### src/rtl/uc_pkg.sv
// Shared opcodes, FSM states and control bundle for the uc_seq sequencing unit.
package uc_pkg;

  localparam logic [5:0] OP_NOP  = 6'b000000;
  localparam logic [5:0] OP_LI   = 6'b000001;
  localparam logic [5:0] OP_J    = 6'b000010;
  localparam logic [5:0] OP_JZ   = 6'b000011;
  localparam logic [5:0] OP_JNZ  = 6'b000100;
  localparam logic [5:0] OP_WAIT = 6'b000101;
  localparam logic [5:0] OP_HALT = 6'b000110;
  localparam logic       OP_ALU_PREFIX = 1'b1;
  localparam logic [2:0] ALU_PASS = 3'b000;

  typedef enum logic [2:0] {BOOT, RUN, WAIT, HALT, STEP} state_t;

  typedef struct packed {
    logic       s_inc;
    logic       s_inm;
    logic       we3;
    logic       wez;
    logic [2:0] op;
    logic       pc_en;
  } ctrl_t;

  // PC held, no writes, sequential PC select: used in reset, BOOT, WAIT and HALT.
  localparam ctrl_t CTRL_SAFE = '{s_inc: 1'b1, s_inm: 1'b0, we3: 1'b0, wez: 1'b0,
                                  op: ALU_PASS, pc_en: 1'b0};

endpackage

### src/rtl/uc_decoder.sv
// Combinational opcode decoder: Opcode + zero flag -> datapath control bundle
// plus WAIT / HALT / illegal classification for the sequencer.
module uc_decoder
  import uc_pkg::*;
(
  input  logic [5:0] opcode,
  input  logic       z,
  output ctrl_t      ctrl,
  output logic       is_wait,
  output logic       is_halt,
  output logic       is_illegal
);

  always_comb begin
    ctrl       = CTRL_SAFE;
    is_wait    = 1'b0;
    is_halt    = 1'b0;
    is_illegal = 1'b0;
    if (opcode[5] == OP_ALU_PREFIX) begin
      ctrl.op    = opcode[4:2];
      ctrl.we3   = 1'b1;
      ctrl.wez   = 1'b1;
      ctrl.pc_en = 1'b1;
    end else begin
      case (opcode)
        OP_NOP: ctrl.pc_en = 1'b1;
        OP_LI: begin
          ctrl.s_inm = 1'b1;
          ctrl.we3   = 1'b1;
          ctrl.pc_en = 1'b1;
        end
        OP_J: begin
          ctrl.s_inc = 1'b0;
          ctrl.pc_en = 1'b1;
        end
        // z is the flag committed by the previous instruction
        OP_JZ: begin
          ctrl.s_inc = ~z;
          ctrl.pc_en = 1'b1;
        end
        OP_JNZ: begin
          ctrl.s_inc = z;
          ctrl.pc_en = 1'b1;
        end
        OP_WAIT: is_wait = 1'b1;
        OP_HALT: begin
          ctrl.pc_en = 1'b1;
          is_halt    = 1'b1;
        end
        default: begin
          ctrl.pc_en = 1'b1;
          is_illegal = 1'b1;
        end
      endcase
    end
  end

endmodule

### src/rtl/uc_seq.sv
// Sequencing control unit: decode, timed WAIT stall, HALT and debug step/resume.
// Build option UC_ILLEGAL_TRAP_EN: illegal opcodes hold the PC and enter HALT.
module uc_seq
  import uc_pkg::*;
#(
  parameter int WAIT_CYCLES = 4,
  parameter int CNT_W       = 8
) (
  input  logic       clk,
  input  logic       reset,
  input  logic [5:0] Opcode,
  input  logic       z,
  input  logic       dbg_halt_req,
  input  logic       dbg_step_req,
  input  logic       dbg_resume_req,
  output logic       s_inc,
  output logic       s_inm,
  output logic       we3,
  output logic       wez,
  output logic [2:0] Op,
  output logic       pc_en,
  output logic       halted,
  output logic       illegal,
  output logic [2:0] dbg_state
);

`ifdef UC_ILLEGAL_TRAP_EN
  localparam bit TRAP_EN = 1'b1;
`else
  localparam bit TRAP_EN = 1'b0;
`endif

  localparam logic [CNT_W-1:0] WAIT_LOAD = CNT_W'(WAIT_CYCLES);
  localparam logic [CNT_W-1:0] CNT_ONE   = CNT_W'(1);

  state_t           state;
  logic [CNT_W-1:0] wait_cnt;
  logic             step_pending;
  ctrl_t            dec_ctrl;
  ctrl_t            out;
  logic             is_wait, is_halt, is_illegal;
  logic             active, trap;

  uc_decoder u_dec (
    .opcode     (Opcode),
    .z          (z),
    .ctrl       (dec_ctrl),
    .is_wait    (is_wait),
    .is_halt    (is_halt),
    .is_illegal (is_illegal)
  );

  assign active = (state == RUN) || (state == STEP);
  assign trap   = active && is_illegal && TRAP_EN;

  always_comb begin
    out = CTRL_SAFE;
    case (state)
      RUN, STEP: out = trap ? CTRL_SAFE : dec_ctrl;
      // last wait cycle releases the PC unless a debug halt aborts the wait
      WAIT:      out.pc_en = (wait_cnt == CNT_ONE) && !dbg_halt_req;
      default:   out = CTRL_SAFE;
    endcase
  end

  assign s_inc     = out.s_inc;
  assign s_inm     = out.s_inm;
  assign we3       = out.we3;
  assign wez       = out.wez;
  assign Op        = out.op;
  assign pc_en     = out.pc_en;
  assign halted    = (state == HALT);
  assign dbg_state = state;

  always_ff @(posedge clk or negedge reset) begin
    if (!reset) begin
      state        <= BOOT;
      wait_cnt     <= '0;
      step_pending <= 1'b0;
      illegal      <= 1'b0;
    end else begin
      if (active && is_illegal) illegal <= 1'b1;
      case (state)
        BOOT: state <= RUN;
        RUN, STEP: begin
          if (trap) begin
            state <= HALT;
          end else if (is_wait) begin
            if (state == RUN && dbg_halt_req) begin
              state <= HALT;
            end else begin
              state        <= WAIT;
              wait_cnt     <= WAIT_LOAD;
              step_pending <= (state == STEP);
            end
          end else if (state == STEP || is_halt || dbg_halt_req) begin
            state <= HALT;
          end else begin
            state <= RUN;
          end
        end
        WAIT: begin
          if (dbg_halt_req) begin
            state        <= HALT;
            wait_cnt     <= '0;
            step_pending <= 1'b0;
          end else if (wait_cnt == CNT_ONE) begin
            state        <= step_pending ? HALT : RUN;
            wait_cnt     <= '0;
            step_pending <= 1'b0;
          end else begin
            wait_cnt <= wait_cnt - CNT_ONE;
          end
        end
        HALT: begin
          if (dbg_resume_req)    state <= RUN;
          else if (dbg_step_req) state <= STEP;
        end
        default: state <= BOOT;
      endcase
    end
  end

endmodule
### config.mk
export PLATFORM = sky130hd
export DESIGN_NAME = uc_seq
export DESIGN_NICKNAME = d
export VERILOG_FILES = /design/src/rtl/uc_pkg.sv /design/src/rtl/uc_decoder.sv /design/src/rtl/uc_seq.sv
export SDC_FILE = /design/constraint.sdc
export NUM_CORES = 1
export LEC_CHECK = 0
export ABC_AREA = 1
export BUFFER_PORTS_ARGS = -buffer_cell sky130_fd_sc_hd__buf_2
export CORE_MARGIN = 8
export CORE_UTILIZATION = 57
export CTS_CLUSTER_DIAMETER = 30
export DETAILED_ROUTE_END_ITERATION = 12
export GPL_TIMING_DRIVEN = 0
export PLACE_DENSITY = 0.8
export SLEW_MARGIN = 10
export SYNTH_ARGS = -nofsm -noshare
export SYNTH_HDL_FRONTEND = slang
export SYNTH_HIERARCHICAL = 1
export SYNTH_SLANG_ARGS = --single-unit
### constraint.sdc
create_clock -name clk -period 2.7 [get_ports clk]
set_clock_uncertainty 0.15 [all_clocks]
set_input_delay 0.54 -clock clk [delete_from_list [all_inputs] [get_ports clk]]
set_output_delay 0.54 -clock clk [all_outputs]
set_load 0.1 [all_outputs]
* After elaboration in Yosys (flattened, before gate mapping) *
Index checks and enable logic that the tools add are counted.

storage, ports and cells
  flip-flop bits (word level) = 13
  latch bits = 0
  memory bits (writable) = 0
  ROM bits = 0
  input bits = 12
  output and inout bits = 13
  word-level logic and storage cells = 70
  memories = 0

cells by class
  add/sub/neg operators = 1
  multiply operators = 0
  divide/modulo/power cells = 0
  magnitude comparators = 0
  equality and inequality tests = 15
  shift operators = 0
  mux-type cells = 34
  bitwise operators = 1
  reductions and logical operators = 15

operators with widths
  operator               number
  $mux W8                4
  $eq A6 B3 Y1 const B   3
  $pmux W8 S2            1
  $mux W3                5
  $mux W1                14
  $eq A6 B2 Y1 const B   2
  $pmux W3 S4            1
  $eq A8 B1 Y1 const B   1
  $mux W2                4
  $sub A8 B1 Y8 const B  1
  $mux W7                1
  $reduce_or A7 Y1       1
  $eq A3 B2 Y1 const B   2
  $eq A6 B1 Y1 const B   1
  $logic_not A6 Y1       1
  $ne A3 B3 Y1 const B   2
  $mux W4                1
  $ne A2 B2 Y1 const B   2
  $pmux W1 S2            2
  $reduce_and A4 Y1      1
  $eq A3 B1 Y1 const B   1
  $eq A3 B3 Y1 const B   1
  $logic_and A1 B1 Y1    3
  $logic_not A3 Y1       1
  8 further kinds        10

* Logic depth before layout (Yosys ltp) *
Gate-level depths: netlist of run 1.

  word-level depth = 8
  gate-level depth with buffers = 10
  depth with buffers taken out = 10

* Cells and area by module *
The synthesis of run 1 kept the hierarchy.

modules (own cells, without submodules)
  module      instances  cells an instance  area an instance (sq um)  sequential area each (sq um)
  uc_seq      1          129                944.7                     325.3
  uc_decoder  1          38                 180.2                     0.0

* Least setup slack after synthesis of run 1 *
OpenSTA, ideal clock, no wires.

  kind = register to output
  start point = reg state[0] (netlist: dbg_state[0])
  end point = out pc_en
  arrival time = 2.728 ns
  data required time = 2.010 ns
  setup slack = -0.718 ns
  stages on the path, launching flop included = 6
  buffers on the path = 0
  cell sequence = dfrtp_1 > nor2_1 > nand2_2 > nor2_4 > inv_2 > o21ai_1

between the ends
  longest elaborated chain between the ends = 3
  elaborated cells on any way between the ends = 5
  those cells by class = 3 x eq/ne; 1 x mux; 1 x reduce/logical

ends and longest elaborated chain
  what                                          RTL line       source
  start, declared                               uc_seq.sv:36   state_t state;
  start signal, assigned                        uc_seq.sv:108  state <= step_pending ? HALT : RUN;
  $eq A3 B1 Y1 or $eq A3 B3 Y1 (tied branches)  uc_seq.sv:58   case (state)
  $reduce_or A2 Y1                              uc_seq.sv:58
  $pmux W1 S2 *                                 uc_seq.sv:58
  end, declared                                 uc_seq.sv:21   output logic pc_en,

Mark *: on every way between the ends. The rest lies on a longest branch, timed or not.

* Final worst setup path of run 1 *
  start point = reg state[1] (netlist: dbg_state[1])
  end point = out s_inc

between the ends
  longest elaborated chain between the ends = 3
  elaborated cells on any way between the ends = 4
  those cells by class = 2 x eq/ne; 1 x mux; 1 x reduce/logical

ends and longest elaborated chain
  what                                          RTL line      source
  $eq A3 B1 Y1 or $eq A3 B3 Y1 (tied branches)  uc_seq.sv:58
  $reduce_or A2 Y1 *                            uc_seq.sv:58
  $mux W7 *                                     uc_seq.sv:58
  end, declared                                 uc_seq.sv:16  output logic s_inc,

Marked as above.

==> results of run 1 <==
[kinds of logic after synthesis]
kind of cell             share of synthesized area, %
buffers and inverters                            13.7
flip-flops                                       28.9
adder cells (fa/ha/maj)                          2.22
AO/OA/AOI/OAI                                    7.34
XOR/XNOR                                         2.34
AND/OR/NAND/NOR                                  45.5
[state kept, by name (all words and copies together) (netlist names)]
name	count
dbg_state	3
illegal	1
step_pending	1
wait_cnt	8
[where the power goes]
group | total [uW] | internal [uW] | switching (uW)
registers | 359 | 262 | 96.1
clock network | 130 | 55.2 | 75.0
logic | 1160 | 280 | 883
[layout by cell type (no fill, tap or decap), types with 2 or more instances in the layout]
master / count
a21o_1: 2
buf_2: 24
clkbuf_4: 3
dfrtp_1: 13
ha_1: 2
inv_1: 31
inv_2: 8
nand2_1: 38
nand2_2: 6
nand2_4: 2
nand3_1: 11
nand3_2: 2
nand4_1: 7
nor2_1: 14
nor2_2: 6
nor2_4: 7
o21ai_1: 5
xor2_1: 3
[metrics by stage]
step | TNS, ns | hold WS (ns)
2_1_floorplan | -0.961 | 0.0944
3_3_place_gp | 0 | 0.287
3_5_place_dp | 0 | 0.298
4_1_cts | 0 | 0.323
5_1_grt | 0 | 0.342
6_report | 0 | 0.330
[worst max-delay path: cells and delay by family, from the launching register on]
| family | cells | cell delay [ns] |
|---|---|---|
| buffers and inverters | 3 | 0.51 |
| DFF | 1 | 0.44 |
| and+or+nand+nor | 3 | 0.56 |
[layout make-up]
type                       count  area (um^2)
timing repair buffer          25          130
clock buffer                   3         22.5
inverter                      39          146
sequential                    13          325
clock inverter                 1         5.00
multi-input combinational    114          674
buffer                         1         7.51
fill                         163          557
tap                           27         33.8
[worst paths after layout]
path	start	endpoint	cells past startpoint
hold / removal	illegal	illegal	1
setup reg to reg	dbg_state[1]	wait_cnt[0]	8
setup / recovery	dbg_state[1]	s_inc	6
min in group asynchronous	reset	dbg_state[2]	2
hold reg to reg	illegal	illegal	1
max in group asynchronous	reset	wait_cnt[4]	2
[timing repair]
| item | CTS | global route |
|---|---|---|
| setup endpoints to repair | 0 | 0 |
| hold endpoints to repair | 13 | 0 |
| resized for setup | 0 | 0 |
| hold buffers | 1 | 0 |
[metal layers]
layer,global-route usage [%],wire length (um),vias to the layer above
li1,-,-,569
met1,18.8,1140,481
met2,29.6,1300,33
met3,4.45,147,5
met4,7.64,45,0
met5,0,0,-
==> results.yml, run 1 <==
timing:
  fmax_ghz: 0.398
  min_period_ns: 2.51
  drv_slew: 0
  setup_viol_count_final: 0
  tightestPinTransition_ns: 0.495
  fin_ws_ns: 0.186
  rsz0062_at_grt: "false"
  fin_crit_sh_pct: 93.1
  slew_headroom_pct: 67.2
  finalHoldViolations: 0
global_route:
  grt_max_degree: 14
  first_global_vias: 1174
  grt_first_pass_wirelength_um: 4800
  overflow: 0
  antenna_found_initial: 0
  grtUsageTotal_pct: 17.0
synthesis:
  synthesis.area_um2: 1120
  synth_top_area_share_pct: 28.9
  synth_top_cells_by_count: "nand2_1 (38), inv_1 (31), nor2_1 (20)"
  ys_seq_area_share_pct: 28.9
  synth_cells: 167
  synth_edf_count: 0
  synthArstFlopShare_pct: 100
  yosysMostFrequentCell: "nand2_1"
  synthFlopType: "dfrtp_1"
  synth_area_per_cell_um2: 6.74
  yosys.area.top_type: "dfrtp_1"
  syn_nets: 181
  yosysWarnings: 6
  ys_ff_latch: 13
  synth.distinct_cells: 25
  ys_top_cells_by_area: "dfrtp_1 (29%), nand2_1 (13%), inv_1 (10%)"
route:
  drt_iter0_markers: 12
  wl_um: 2630
  dr_total_vias: 1088
  routed_via_density: 4.88
  drc_errors: 0
  dr.pass1.iters: 4
  wl_per_cell_um: 11.8
  drtAntennaViolNets: 0
cells_and_area:
  diodes: 0
  stdcell_area_um2: 1350
  drive_above_1_share_pct: 34.2
  area_growth_pct: 19.6
  post-route-util_pct: 70.7
  layout.cells.non_filler: 223
  nets: 211
setup_path:
  path_class: "flip-flop to output pin"
  crit_slowest_cell: "dfrtp_1"
  end_kind: "output pin"
  worst_setup_path_start_kind: "flip-flop"
  crit_arrival_ns: 1.82
  max_stage_delay_ns: 0.44
  path_max_fanout: 7
  r2r_slack_ns: 1.22
  cp_cell_sequence: "inv_2, nand3_2, nand2_2, inv_2, or2_2, buf_2"
  crit_required_ns: 2.01
  critPathMostFrequentCell: "inv_2"
floorplanning:
  fp.coreArea_um2: 1900
  dieArea_um2: 3650
  die_h_um: 60.4
  start_util_pct: 59.1
  io_pins: 25
  rows: 16
  die_w_um: 60.4
clock_tree:
  clockRootBuffer: "clkbuf_4"
  clockBufferDepth: 2
  postCtsSetupRepairBufs: 0
  cts_made_buffers: 3
  cts.sinks: 13
  clk-insertion-delay-late_ns: 0.30
  clk_pin_slew_ns: 0.10
  cts_tree: "yes"
  h-tree-depth: 1
run:
  cap_violations: 0
power:
  powerDensity_nw_per_um2: 1230
  power_leakage_uw: 0.000743
  finalPower_uw: 1650
  ir_worst_vdd_mv: 0.936
placed_design:
  place_hpwl_um: 2090
  dpl_cell_area_um2: 1310
  dpl.cell_count: 218
  port_buffers: 24
  place_ws_ns: 0.328
  gp_congestion: 0.854
outcome:
  outcome: "completed"
worst_hold_path:
  hold_path.class: "flip-flop to flip-flop"
No activity file was read; power rests on OpenSTA's default activity.
==> run 2: changes to the inputs <==
--- a/config.mk
+++ b/config.mk
@@ -7,12 +7,13 @@
 export LEC_CHECK = 0
 export ABC_AREA = 1
 export BUFFER_PORTS_ARGS = -buffer_cell sky130_fd_sc_hd__buf_2
+export CORE_ASPECT_RATIO = 0.9
 export CORE_MARGIN = 8
-export CORE_UTILIZATION = 57
+export CORE_UTILIZATION = 48
 export CTS_CLUSTER_DIAMETER = 30
 export DETAILED_ROUTE_END_ITERATION = 12
 export GPL_TIMING_DRIVEN = 0
-export PLACE_DENSITY = 0.8
+export PLACE_DENSITY = 0.72
 export SLEW_MARGIN = 10
 export SYNTH_ARGS = -nofsm -noshare
 export SYNTH_HDL_FRONTEND = slang
==> constraint.sdc (replaced) <==
create_clock -name clk -period 2 [get_ports clk]
set_clock_uncertainty 0.15 [all_clocks]
set_input_delay 0.4 -clock clk [delete_from_list [all_inputs] [get_ports clk]]
set_output_delay 0.4 -clock clk [all_outputs]
set_load 0.1 [all_outputs]
==> run 2 against run 1 <==
Net effect:
- the flow now finishes with violations (negative setup slack)
- register-to-register slack got worse by 0.91 ns
- design area grew 20%
- setup slack got worse by 0.30 ns
- flip-flop and latch count stayed put
- die area increased by 14%
- power up 60%
- sequential power grew 42%
- first-iteration DRC count increased to 4.7 times the previous value
- sequential share of layout area shrank 3.3 points
- combinational power grew 70%
- non-clock buffer count rose by 7
- worst hold slack got worse by 0.086 ns
- highest routed layer unchanged
==> results.yml, run 2 (synthesis gave the netlist of run 1 again) <==
cells_and_area:
  drive_above_1_share_pct: 39.9
  layout_common_cells: "nand2_1 (38), inv_1 (28), buf_2 (15)"
  layout.cells.non_filler: 230
  final_common_cell: "nand2_1"
  largest_reg_flops: 8
  area_growth_pct: 42.9
  post-route-util_pct: 73.0
  largest_register: "wait_cnt"
  diodes: 0
  nets: 218
placed_design:
  gp_congestion: 0.807
  port_buffers: 24
  dpl.cell_count: 218
  place_hpwl_um: 2100
clock_tree:
  h-tree-depth: 1
  clockBufferDepth: 2
  cts.sinks: 13
  clk_pin_slew_ns: 0.09
  clk-insertion-delay-late_ns: 0.28
  cts_tree: "yes"
  clockRootBuffer: "clkbuf_4"
  cts_made_buffers: 3
worst_hold_path:
  hold_end: "dbg_state[2]"
  hold_path.class: "primary input to flip-flop"
  hold_path_depth: 3
  hold_start: "dbg_resume_req"
global_route:
  grt_max_degree: 14
  overflow: 0
  grt_first_pass_wirelength_um: 4960
  antenna_found_initial: 0
  first_global_vias: 1116
  grtUsageTotal_pct: 15.5
power:
  seq_power_share_pct: 19.2
  p_clk_share_pct: 6.4
  powerDensity_nw_per_um2: 1650
  power_leakage_uw: 0.000815
  p_sw_share_pct: 58.9
  ir_worst_vdd_mv: 1.38
  p_int_uw: 1090
  power_frac_comb_pct: 74.3
  p_switching_uw: 1560
timing:
  min_period_ns: 2.12
  rsz0062_at_grt: "true"
  fin_ws_ns: -0.118
  hold_ws_ns: 0.245
  fin_crit_sh_pct: 106
  fmax_ghz: 0.472
  slew_headroom_pct: 67.6
  setup_tns_ns: -0.238
  finalHoldViolations: 0
  setup_viol_count_final: 3
  tightestPinTransition_ns: 0.489
  drv_slew: 0
floorplanning:
  fp.coreArea_um2: 2200
  start_util_pct: 51.1
  die_w_um: 67.0
  dieArea_um2: 4150
  die_h_um: 61.9
  io_pins: 25
  rows: 16
route:
  routed_via_density: 5.01
  wl_um: 2980
  drt_iter0_markers: 56
  wl_per_cell_um: 13.0
  dr_total_vias: 1153
  drc_errors: 0
  dr.pass1.iters: 4
  drtAntennaViolNets: 0
setup_path:
  path_buf_inv: 3
  path_class: "flip-flop to output pin"
  path_max_fanout: 7
  r2r_end: "wait_cnt[1]"
  reg2regPathDepth: 10
  critPathTopFamily: "flip-flops"
  r2r_slack_ns: 0.31
  cp_cell_sequence: "inv_2, nand3_2, nand2_4, inv_8, or2_4, buf_12"
  end_kind: "output pin"
  worst_setup_path_start_kind: "flip-flop"
  max_stage_delay_ns: 0.54
  crit_arrival_ns: 1.57
  crit_slowest_cell: "dfrtp_4"
  crit_required_ns: 1.45
  r2r-start: "dbg_state[0]"
outcome:
  failed_checks: "negative setup slack"
  outcome: "complete, but fails checks"
run:
  cap_violations: 0
-- run 2: changes by cell type in the layout (fill, tap and decap cells not counted), sizes merged --
cell	delta
buf	+7
clkbuf	+1
clkinv	-1
clkinvlp	+1
inv	-1
-- run 2: worst max path at each step --
stage	from	end	slack, ns	cells past startpoint
3_5_place_dp	Opcode[2]	s_inc	-0.08	8
3_3_place_gp	Opcode[2]	we3	-0.05	7
5_1_grt	dbg_state[0]	pc_en	-0.17	6
6_report	dbg_state[0]	s_inc	-0.12	6
2_1_floorplan	dbg_state[0]	pc_en	-0.15	5
4_1_cts	dbg_state[2]	pc_en	-0.10	6
-- run 2: worst register-to-register path, delay by kind of cell, from the launching register on --
kind,cells,cell delay (ns)
buffers and inverters,3,0.31
DFF,1,0.54
AOI/OAI and AO/OA,1,0.06
and+or+nand+nor,6,0.51
-- run 2: per-stage QoR --
| stage | power, uW | area (um^2) | worst slack [ns] |
|---|---|---|---|
| floorplan | 1890 | 1210 | -0.147 |
| global placement | 2100 | 1360 | -0.0549 |
| detailed placement | 2150 | 1360 | -0.0844 |
| CTS | 2580 | 1560 | -0.101 |
| global route | 2820 | 1610 | -0.171 |
| finish | 2650 | 1610 | -0.118 |
-- run 2: repair_timing --
action | 4_1_cts | 5_1_grt
hold buffers | 1 | 0
buffers inserted | 7 | 0
hold endpoints to repair | 13 | 0
setup endpoints to repair | 9 | 9
gates resized for setup | 33 | 10
pin swaps | 4 | 2
-- run 2: routing by layer --
metal	track usage [%]	up-vias	wire, um	part of all wire (%)
met4	2.98	0	10	0.34
met2	26.8	33	1440	48
met1	18.8	534	1360	46
met3	4.48	2	172	5.8
met5	0	-	0	0
li1	-	584	-	-
-- run 2: power by group through the flow --
| stage | combinational [uW] | sequential [uW] | clock, uW |
|---|---|---|---|
| 6_report | 1970 | 509 | 171 |
| 5_1_grt | 2100 | 524 | 188 |
| 4_1_cts | 1900 | 506 | 175 |
| 3_5_place_dp | 1640 | 509 | 0 |
| 3_3_place_gp | 1600 | 504 | 0 |
| 2_1_floorplan | 1230 | 660 | 0 |
-- run 2: final cells by class --
| type | count | area, um^2 |
|---|---|---|
| Multi-Input combinational cell | 114 | 734 |
| Fill cell | 173 | 594 |
| Sequential cell | 13 | 337 |
| Timing Repair Buffer | 32 | 309 |
| Inverter | 39 | 160 |
| Tap cell | 27 | 33.8 |
| Clock buffer | 4 | 26.3 |
| Buffer | 1 | 7.51 |
==> run 3: changes to the inputs <==
--- a/config.mk
+++ b/config.mk
@@ -7,7 +7,7 @@
 export LEC_CHECK = 0
 export ABC_AREA = 1
 export BUFFER_PORTS_ARGS = -buffer_cell sky130_fd_sc_hd__buf_2
-export CORE_ASPECT_RATIO = 0.9
+export CORE_ASPECT_RATIO = 1.2
 export CORE_MARGIN = 8
 export CORE_UTILIZATION = 48
 export CTS_CLUSTER_DIAMETER = 30
@@ -19,3 +19,4 @@
 export SYNTH_HDL_FRONTEND = slang
 export SYNTH_HIERARCHICAL = 1
 export SYNTH_SLANG_ARGS = --single-unit
+export TNS_END_PERCENT = 30
==> run 3 against run 2 <==
Net effect:
- the flow still finishes with violations (negative setup slack)
- first-iteration DRC count decreased by 61%
- critical path depth unchanged
- via count increased by 1.1%
- final cell count increased by 1.7%
- wire length decreased by 0.94%
- fmax increased by 0.72%
- largest power group unchanged
- worst hold slack improved by 0.021 ns
- clock power decreased by 3%
- core utilization decreased by 1.3 points
==> results.yml, run 3 (synthesis gave the netlist of run 1 again) <==
outcome:
  outcome: "complete, but fails checks"
  failed_checks: "negative setup slack"
setup_path:
  critPathTopFamily: "flip-flops"
  path_class: "flip-flop to output pin"
  path_buf_inv: 3
  end_kind: "output pin"
  cp_cell_sequence: "inv_4, nand3_4, nand2_4, inv_8, or2_4, buf_12"
  max_stage_delay_ns: 0.50
  path_max_fanout: 7
  crit_required_ns: 1.45
  worst_setup_path_start_kind: "flip-flop"
  crit_slowest_cell: "dfrtp_4"
  crit_arrival_ns: 1.55
clock_tree:
  cts.sinks: 13
  cts_tree: "yes"
  clockRootBuffer: "clkbuf_4"
  cts_made_buffers: 3
  clockBufferDepth: 2
  h-tree-depth: 1
  clk_pin_slew_ns: 0.08
  clk-insertion-delay-late_ns: 0.27
timing:
  min_period_ns: 2.10
  drv_slew: 0
  fin_crit_sh_pct: 105
  fin_ws_ns: -0.103
  hold_ws_ns: 0.266
  slew_headroom_pct: 67.0
  fmax_ghz: 0.476
  setup_tns_ns: -0.172
  finalHoldViolations: 0
  rsz0062_at_grt: "true"
  setup_viol_count_final: 6
  tightestPinTransition_ns: 0.499
power:
  ir_worst_vdd_mv: 1.56
  powerDensity_nw_per_um2: 1630
  power_leakage_uw: 0.000825
cells_and_area:
  final_common_cell: "nand2_1"
  fillCellCount: 184
  largest_register: "wait_cnt"
  largest_reg_flops: 8
  layout_common_cells: "nand2_1 (38), inv_1 (29), buf_2 (15)"
  area_growth_pct: 44.0
  post-route-util_pct: 71.7
  nets: 218
  diodes: 0
  drive_above_1_share_pct: 39.4
floorplanning:
  rows: 19
  dieArea_um2: 4150
  die_h_um: 69.0
  io_pins: 25
  die_w_um: 60.2
  fp.coreArea_um2: 2260
  start_util_pct: 49.8
route:
  drtAntennaViolNets: 0
  wl_per_cell_um: 12.6
  wl_um: 2950
  drc_errors: 0
  dr_total_vias: 1166
  routed_via_density: 4.98
  drt_iter0_markers: 22
  dr.pass1.iters: 4
global_route:
  grt_first_pass_wirelength_um: 5120
  grt_max_degree: 14
  grtUsageTotal_pct: 14.8
  first_global_vias: 1226
  antenna_found_initial: 0
  overflow: 0
placed_design:
  place_hpwl_um: 2080
  gp_congestion: 0.831
  port_buffers: 24
worst_hold_path:
  hold_path.class: "primary input to flip-flop"
run:
  cap_violations: 0
[run 3: cell types whose count changed in the layout (fill, tap and decap cells not counted), sizes merged]
| cell | before | now |
|---|---|---|
| clkinvlp | 1 | 0 |
| inv | 38 | 39 |
[run 3: layer usage]
layer	vias up	track usage, %	share of wire (%)
met5	-	0	0
met4	0	2.93	0.10
met3	2	2.60	2.6
met2	20	28.2	56
met1	561	15.8	41
li1	583	-	-
[run 3: area by class of cell]
cell class,count,area (um^2),area share (%)
Sequential cell,13,337,20.8
Clock buffer,4,26.3,1.62
Multi-Input combinational cell,114,742,45.8
Buffer,1,7.51,0.463
Inverter,39,161,9.96
Tap cell,31,38.8,2.39
Timing Repair Buffer,32,308,19.0
[run 3: repair_timing]
| item | 4_1_cts | 5_1_grt |
|---|---|---|
| hold buffers | 1 | 0 |
| pin swaps | 3 | 5 |
| cloned | 0 | 0 |
| hold endpoints to repair | 13 | 0 |
| buffers inserted | 5 | 2 |
| gates resized for setup | 39 | 4 |
| endpoints found under the setup margin | 9 | 8 |
[run 3: where the power goes]
| group | total (uW) | switching (uW) | internal, uW |
|---|---|---|---|
| Clock | 166 | 88.8 | 77.3 |
| Combinational | 1960 | 1330 | 625 |
| Sequential | 517 | 146 | 370 |
| Total | 2640 | 1570 | 1070 |
[run 3: final timing paths]
kind / end / start / cells past startpoint / slack (ns)
max in group asynchronous: dbg_state[0] / reset / 2 / 1.05
min in group asynchronous: wait_cnt[5] / reset / 2 / 0.39
worst min-delay path: dbg_state[2] / dbg_resume_req / 3 / 0.27
worst min register to register: illegal / illegal / 1 / 0.31
worst max register to register: wait_cnt[1] / dbg_state[0] / 9 / 0.35
worst max-delay path: s_inc / dbg_state[1] / 6 / -0.10
[run 3: through the flow]
stage	power (uW)	cells	setup WS (ns)	area, um^2
after floorplan	1880	167	-0.147	1200
after global placement	2100	222	-0.0424	1360
after detailed placement	2140	222	-0.0557	1360
after CTS	2580	232	-0.110	1580
after global routing	2810	234	-0.152	1620
final	2640	234	-0.103	1620
[run 3: worst min-delay path: cells and delay by family]
kind / cells / cell delay (ns)
AND/OR/NAND/NOR: 2 / 0.17
buffers and inverters: 1 / 0.10
